<file path="config.mk">
export PLATFORM = sky130hd
export DESIGN_NAME = raster_timing_gen
export DESIGN_NICKNAME = d
export VERILOG_FILES = /design/src/rtl/raster_timing_gen.sv
export SDC_FILE = /design/constraint.sdc
export NUM_CORES = 1
export LEC_CHECK = 0
export BUFFER_PORTS_ARGS = -buffer_cell sky130_fd_sc_hd__buf_2
export CORE_ASPECT_RATIO = 1.2
export CORE_MARGIN = 8
export CORE_UTILIZATION = 59
export CTS_CLUSTER_SIZE = 25
export DETAILED_ROUTE_END_ITERATION = 7
export GPL_TIMING_DRIVEN = 0
export PLACE_DENSITY_LB_ADDON = 0.3
export REMOVE_ABC_BUFFERS = 1
export SYNTH_ARGS = -nofsm -noshare
export SYNTH_HDL_FRONTEND = slang
export SYNTH_SLANG_ARGS = --single-unit
</file>
<file path="constraint.sdc">
create_clock -name clk -period 4.14 [get_ports clk]
set_input_delay 0.621 -clock clk [delete_from_list [all_inputs] [get_ports clk]]
set_output_delay 0.621 -clock clk [all_outputs]
set_load 0.02 [all_outputs]
</file>
<file path="src/rtl/raster_timing_gen.sv">
// Raster timing generator: pixel/line counters with registered sync, display
// enable, line/frame pulses, a frame counter and a sticky raster-line interrupt.
module raster_timing_gen #(
  parameter int H_ACTIVE = 403,
  parameter int H_FP     = 16,
  parameter int H_SYNC   = 48,
  parameter int H_BP     = 40,
  parameter int V_ACTIVE = 284,
  parameter int V_FP     = 1,
  parameter int V_SYNC   = 3,
  parameter int V_BP     = 24,
  parameter bit H_POL    = 1'b0,
  parameter bit V_POL    = 1'b0,
  parameter int CW       = 10
) (
  input  logic          clk,
  input  logic          reset,
  input  logic          i_enable,
  input  logic [CW-1:0] i_irq_line,
  input  logic          i_irq_ack,
  output logic          o_hsync,
  output logic          o_vsync,
  output logic          o_de,
  output logic [CW-1:0] o_x,
  output logic [CW-1:0] o_y,
  output logic          o_line_start,
  output logic          o_frame_start,
  output logic          o_irq,
  output logic [7:0]    o_frame_count
);

  localparam int H_TOTAL = H_ACTIVE + H_FP + H_SYNC + H_BP;
  localparam int V_TOTAL = V_ACTIVE + V_FP + V_SYNC + V_BP;

  // Back porches of at least one keep every boundary below the total, so all fit in CW bits.
  localparam logic [CW-1:0] H_LAST     = CW'(H_TOTAL - 1);
  localparam logic [CW-1:0] V_LAST     = CW'(V_TOTAL - 1);
  localparam logic [CW-1:0] H_DE_END   = CW'(H_ACTIVE);
  localparam logic [CW-1:0] V_DE_END   = CW'(V_ACTIVE);
  localparam logic [CW-1:0] HS_START   = CW'(H_ACTIVE + H_FP);
  localparam logic [CW-1:0] HS_END     = CW'(H_ACTIVE + H_FP + H_SYNC);
  localparam logic [CW-1:0] VS_START   = CW'(V_ACTIVE + V_FP);
  localparam logic [CW-1:0] VS_END     = CW'(V_ACTIVE + V_FP + V_SYNC);

  logic [CW-1:0] x_reg, y_reg;
  logic [CW-1:0] x_next, y_next;
  logic          hsync_reg, vsync_reg, de_reg;
  logic          line_start_reg, frame_start_reg, irq_reg;
  logic [7:0]    frame_count_reg;
  logic          at_line_end, at_frame_end, irq_hit;
  logic          de_next, hsync_next, vsync_next;

  // Decode from the next coordinates so sync/enable land together with o_x/o_y.
  always_comb begin
    at_line_end  = (x_reg == H_LAST);
    at_frame_end = at_line_end && (y_reg == V_LAST);
    x_next       = at_line_end ? '0 : x_reg + CW'(1);
    y_next       = y_reg;
    if (at_line_end)
      y_next = (y_reg == V_LAST) ? '0 : y_reg + CW'(1);
    de_next    = (x_next < H_DE_END) && (y_next < V_DE_END);
    hsync_next = ((x_next >= HS_START) && (x_next < HS_END)) ? H_POL : ~H_POL;
    vsync_next = ((y_next >= VS_START) && (y_next < VS_END)) ? V_POL : ~V_POL;
    // An out-of-range compare line can never equal y_next, so it never fires.
    irq_hit    = at_line_end && (y_next == i_irq_line);
  end

  always_ff @(posedge clk or posedge reset) begin
    if (reset) begin
      x_reg           <= H_LAST;
      y_reg           <= V_LAST;
      de_reg          <= 1'b0;
      hsync_reg       <= ~H_POL;
      vsync_reg       <= ~V_POL;
      line_start_reg  <= 1'b0;
      frame_start_reg <= 1'b0;
      irq_reg         <= 1'b0;
      frame_count_reg <= 8'd0;
    end else begin
      line_start_reg  <= 1'b0;
      frame_start_reg <= 1'b0;
      if (i_enable) begin
        x_reg           <= x_next;
        y_reg           <= y_next;
        de_reg          <= de_next;
        hsync_reg       <= hsync_next;
        vsync_reg       <= vsync_next;
        line_start_reg  <= at_line_end;
        frame_start_reg <= at_frame_end;
        if (at_frame_end)
          frame_count_reg <= frame_count_reg + 8'd1;
      end
      // Set wins over a simultaneous acknowledge.
      irq_reg <= (i_enable && irq_hit) || (irq_reg && !i_irq_ack);
    end
  end

  assign o_x           = x_reg;
  assign o_y           = y_reg;
  assign o_de          = de_reg;
  assign o_hsync       = hsync_reg;
  assign o_vsync       = vsync_reg;
  assign o_line_start  = line_start_reg;
  assign o_frame_start = frame_start_reg;
  assign o_irq         = irq_reg;
  assign o_frame_count = frame_count_reg;

endmodule

</file>
=== Word level (Yosys, flattened, before mapping) ===
Index checks and enable logic that the tools add are counted.

* Bits in registers: 34
* Input bits: 14
* Logic and storage cells: 38

* Add/sub/neg operators: 3
* Magnitude comparators: 6
* Eq/ne operators: 3
* Muxes and demuxes: 7
* Reductions and logical operators: 10

{| class="wikitable"
|+ Operator list
! kind !! count
|-
| $lt 10x9->1 const B || 4
|-
| $mux 10 || 3
|-
| $add 10x1->10 const B || 2
|-
| $eq 10x9->1 const B || 2
|-
| $ge 10x9->1 const B || 2
|-
| $eq 10x10->1 || 1
|-
| $add 8x1->8 const B || 1
|-
| $logic_and 1x1->1 || 7
|-
| $mux 1 || 4
|-
| $reduce_and 2->1 || 1
|-
| $logic_not 1->1 || 1
|-
| $logic_or 1x1->1 || 1
|}

=== Logic depth before layout (Yosys ltp) ===
* Depth after elaboration: 7
* Mapped depth: 11
* Mapped depth without buffers: 9

=== Worst setup path before layout ===
Ideal clock, no wire load.

* Path kind: flip-flop to flip-flop
* From: register x_reg[4] (netlist: o_x[4])
* To: register irq_reg (netlist: o_irq)
* Data arrival time: 2.604 ns
* Data required time: 4.060 ns
* Setup slack: 1.456 ns
* Cell stages (with the launch flop): 10
* Period minus slack after synthesis: 2.684 ns
* Path through: dfstp_2 clkbuf_1 and4_1 and4_1 clkbuf_1 a21oi_1 a31oi_1 xor2_1 or4_1 o22ai_2

* Cells in the longest elaborated chain, start to end: 6

{| class="wikitable"
|+ RTL lines
! item !! line !! text
|-
| start, declared || 45 || <nowiki>logic [CW-1:0] x_reg, y_reg;</nowiki>
|-
| start signal, assigned || 83 || <nowiki>x_reg <= x_next;</nowiki>
|-
| $eq 10x9->1 * || 55 || <nowiki>at_line_end = (x_reg == H_LAST);</nowiki>
|-
| $mux 10 || 59 || <nowiki>if (at_line_end)</nowiki>
|-
| $eq 10x10->1 || 65 || <nowiki>irq_hit = at_line_end && (y_next == i_irq_line);</nowiki>
|-
| $logic_and 1x1->1 * || 65 ||
|-
| $logic_and 1x1->1 * || 94 || <nowiki>irq_reg <= (i_enable && irq_hit) || (irq_reg && !i_irq_ack);</nowiki>
|-
| $logic_or 1x1->1 * || 94 ||
|-
| end signal, assigned || 94 ||
|-
| end, declared || 48 || <nowiki>logic line_start_reg, frame_start_reg, irq_reg;</nowiki>
|}

Mark *: on every way between the ends. The rest lies on a longest branch, timed or not.
A chain may end at the register's enable or synchronous reset.

=== Final worst setup path ===
* From: register x_reg[1] (netlist: o_x[1])
* To: register irq_reg (netlist: o_irq)

The elaborated chain is that of the path after synthesis.

==> run metrics <==
clock tree from TritonCTS=built; antenna fix cells=0; critical path peak fanout=21; sequential element share of the synthesized area=0.383; GP Congestion=0.857; number of slew-limit violations in the final report=0; area share of the leading cell type in the synthesized netlist=0.209; measured slew at the worst slew-check pin=0.713 ns; average detailed-routed wire length per instance=14.9 um; clock skew after layout=0.00695 ns; Longest Clk Path Bufs=2; pin count of the biggest net entering global routing=35; maximum resistive drop on vdd=0.000277 V; instance area after placement=2490 sq um; count of state elements after synthesis=34; number of enable-type register cells in the synthesized netlist=0; Layout area overhead=14.2%; final hold violation count=0; layout cell share with drive strength beyond 1=0.268; buffer count from post-CTS setup fixing=0; main flop type after synthesis=sky130_fd_sc_hd__dfrtp_1; Initial Utilization=0.620; total half-perimeter wirelength after legalization and detailed placement=3870 um; height of the die=84.0 um; count of TritonRoute iterations in the first routing pass=5; synthesized area per cell=8.54 sq um; CTS clock-pin slew for the worst setup and hold paths=0.07 ns; total non-filler cell area in the finished layout=2590 sq um; post-detailed-routing wire length=5350 um; antenna violations before repair=0; final critical-path required period=3.01 ns; fin cells=358; Root Buffer=sky130_fd_sc_hd__clkbuf_8; commonest non-fill, non-tap cell in the layout=sky130_fd_sc_hd__buf_2; Setup-failing EPs final=0; wire length of the first global-routing pass=9140 um; Yosys warning count=0; placeable core region=3660 sq um; number of levels in the clock H-tree=2; cts bufs inserted=5; via count=2160; number of global-route vias before repair=2034; IO Count=48; proportion of power drawn by flip-flops and latches=0.486; Placement Rows=24; clock share of power=0.249; Clock Sinks=34; combinational cell fraction of total power=0.265; number of violations of the max-capacitance limit=0; launching element type of the critical path=register; outcome=completed; Synth cell types=52; worst slew margin relative to its limit=0.525; fmax=0.332 GHz; count of mapped cells out of synthesis=266; GRT Resource Usage Total=0.183; GRT overflow=0; FILL cells=319; async set or reset register ratio after synthesis=1.00; clock insertion delay at the later pin of the skew report=0.28 ns; Final Cycle Share=0.728; CTS hold repair buffers=0; width of the chip=72.6 um; core utilization of the finished layout=0.708; antenna-violating nets left=0; Cell Count Post-Placement=349; classification of the worst setup path=register to register; Pint=599 uW; net switching component of the power=338 uW; min-delay worst type=input port to asynchronous set/reset pin; CP endpoint kind=register; routed via count divided by cell count=6.03; residual DRC count=0; leakage component of the power=0.00112 uW; total design power=937 uW; signal arrival time at the worst endpoint=3.22 ns; post-synthesis cell type with the largest combined area=sky130_fd_sc_hd__dfrtp_1; commonest non-fill, non-tap cells in the layout=sky130_fd_sc_hd__buf_2 (47), sky130_fd_sc_hd__nand2_1 (38), sky130_fd_sc_hd__nor2_1 (21), sky130_fd_sc_hd__o21ai_0 (21), sky130_fd_sc_hd__dfrtp_1 (19); top cells by area, synth=sky130_fd_sc_hd__dfrtp_1 (21%), sky130_fd_sc_hd__dfstp_2 (17%), sky130_fd_sc_hd__nand2_1 (6.3%); RSZ-0062 raised after global routing=false; area of the die=6100 sq um; critical path data required time=4.35 ns; DRT iter0 DRCs=232; Netlist Area Pre-Place=2270 sq um; Post-Route Setup TNS=0 ns; number of nets at the end of the flow=323; fraction of power spent switching nets=0.361; number of instances resized during post-cts repair=0; number of buffers added on ports=47; power density cells=361 nW/um^2
[power by group through the flow]
stage	Combinational, uW	Clock (uW)	Sequential (uW)
finish	249	233	455
global route	274	251	464
CTS	247	241	454
detailed placement	246	0	459
global placement	239	0	457
floorplan	130	0	487
[area by class of cell]
class,count,area [sq um],share of cell area
multi-input cells,208,1290,0.499
clock buffers,8,80.1,0.0309
well taps,52,65.1,0.0251
repair buffers,48,255,0.0984
flip-flops and latches,34,870,0.335
inverters,8,30.0,0.0116
[metal layers]
| metal | track usage | share of wire |
|---|---|---|
| met1 | 0.215 | 0.42 |
| met2 | 0.297 | 0.48 |
| met3 | 0.0493 | 0.076 |
| met4 | 0.0858 | 0.024 |
| met5 | 0 | 0 |
[through the flow]
stage	hold slack [ns]	setup WS, ns
detailed placement	0.465	1.15
finish	0.243	1.13
global placement	0.452	1.15
CTS	0.474	1.12
global route	0.259	0.885
floorplan	0.516	1.45
[flip-flops by register name (all words and copies together), names as in the netlist]
signal / flops
o_x: 10
o_hsync: 1
o_line_start: 1
o_frame_start: 1
o_y: 10
o_vsync: 1
o_frame_count: 8
o_de: 1
o_irq: 1
[cells in the mapped netlist, types with 7 or more instances]
library cell               count
sky130_fd_sc_hd__nor2_1       21
sky130_fd_sc_hd__clkbuf_1     11
sky130_fd_sc_hd__inv_1         8
sky130_fd_sc_hd__a21oi_1      16
sky130_fd_sc_hd__nor3_1        7
sky130_fd_sc_hd__o21ai_0      21
sky130_fd_sc_hd__dfrtp_1      19
sky130_fd_sc_hd__nand3_1      11
sky130_fd_sc_hd__xnor2_1      12
sky130_fd_sc_hd__xor2_1       13
sky130_fd_sc_hd__dfstp_2      15
sky130_fd_sc_hd__nand2_1      38
[worst max-delay path, stage by stage, from the launching register on]
cell and delay, ns:
sky130_fd_sc_hd__dfstp_2 0.59, sky130_fd_sc_hd__ha_1 0.15, sky130_fd_sc_hd__nor3b_2 0.26, sky130_fd_sc_hd__and4_1 0.71, sky130_fd_sc_hd__a21oi_1 0.14, sky130_fd_sc_hd__a31oi_1 0.32
sky130_fd_sc_hd__xor2_1 0.10, sky130_fd_sc_hd__or4_1 0.54, sky130_fd_sc_hd__o22ai_2 0.13
[cell families after synthesis]
group	after synthesis	share of synthesized area
compound gates	63	0.179
xor+xnor	25	0.0964
fa+ha+maj	4	0.0220
buf+inv	24	0.0474
flops	34	0.383
mux	3	0.0143
simple gates	113	0.258
[final timing paths]
| kind | from | end | slack (ns) | cells after the start |
|---|---|---|---|---|
| setup / recovery | o_x[1]$_DFFE_PP1P_ | o_irq$_DFF_PP0_ | 1.13 | 8 |
| hold / removal | reset | o_frame_count[5]$_DFFE_PP0P_ | 0.24 | 2 |
| setup reg to reg | o_x[1]$_DFFE_PP1P_ | o_irq$_DFF_PP0_ | 1.13 | 8 |
| hold reg to reg | o_frame_count[7]$_DFFE_PP0P_ | o_frame_count[7]$_DFFE_PP0P_ | 0.47 | 1 |
| max in group asynchronous | reset | o_x[6]$_DFFE_PP1P_ | 3.41 | 3 |
| min in group clk | o_frame_count[7]$_DFFE_PP0P_ | o_frame_count[7]$_DFFE_PP0P_ | 0.47 | 1 |
Note: power is estimated with default switching activity, not from simulation.
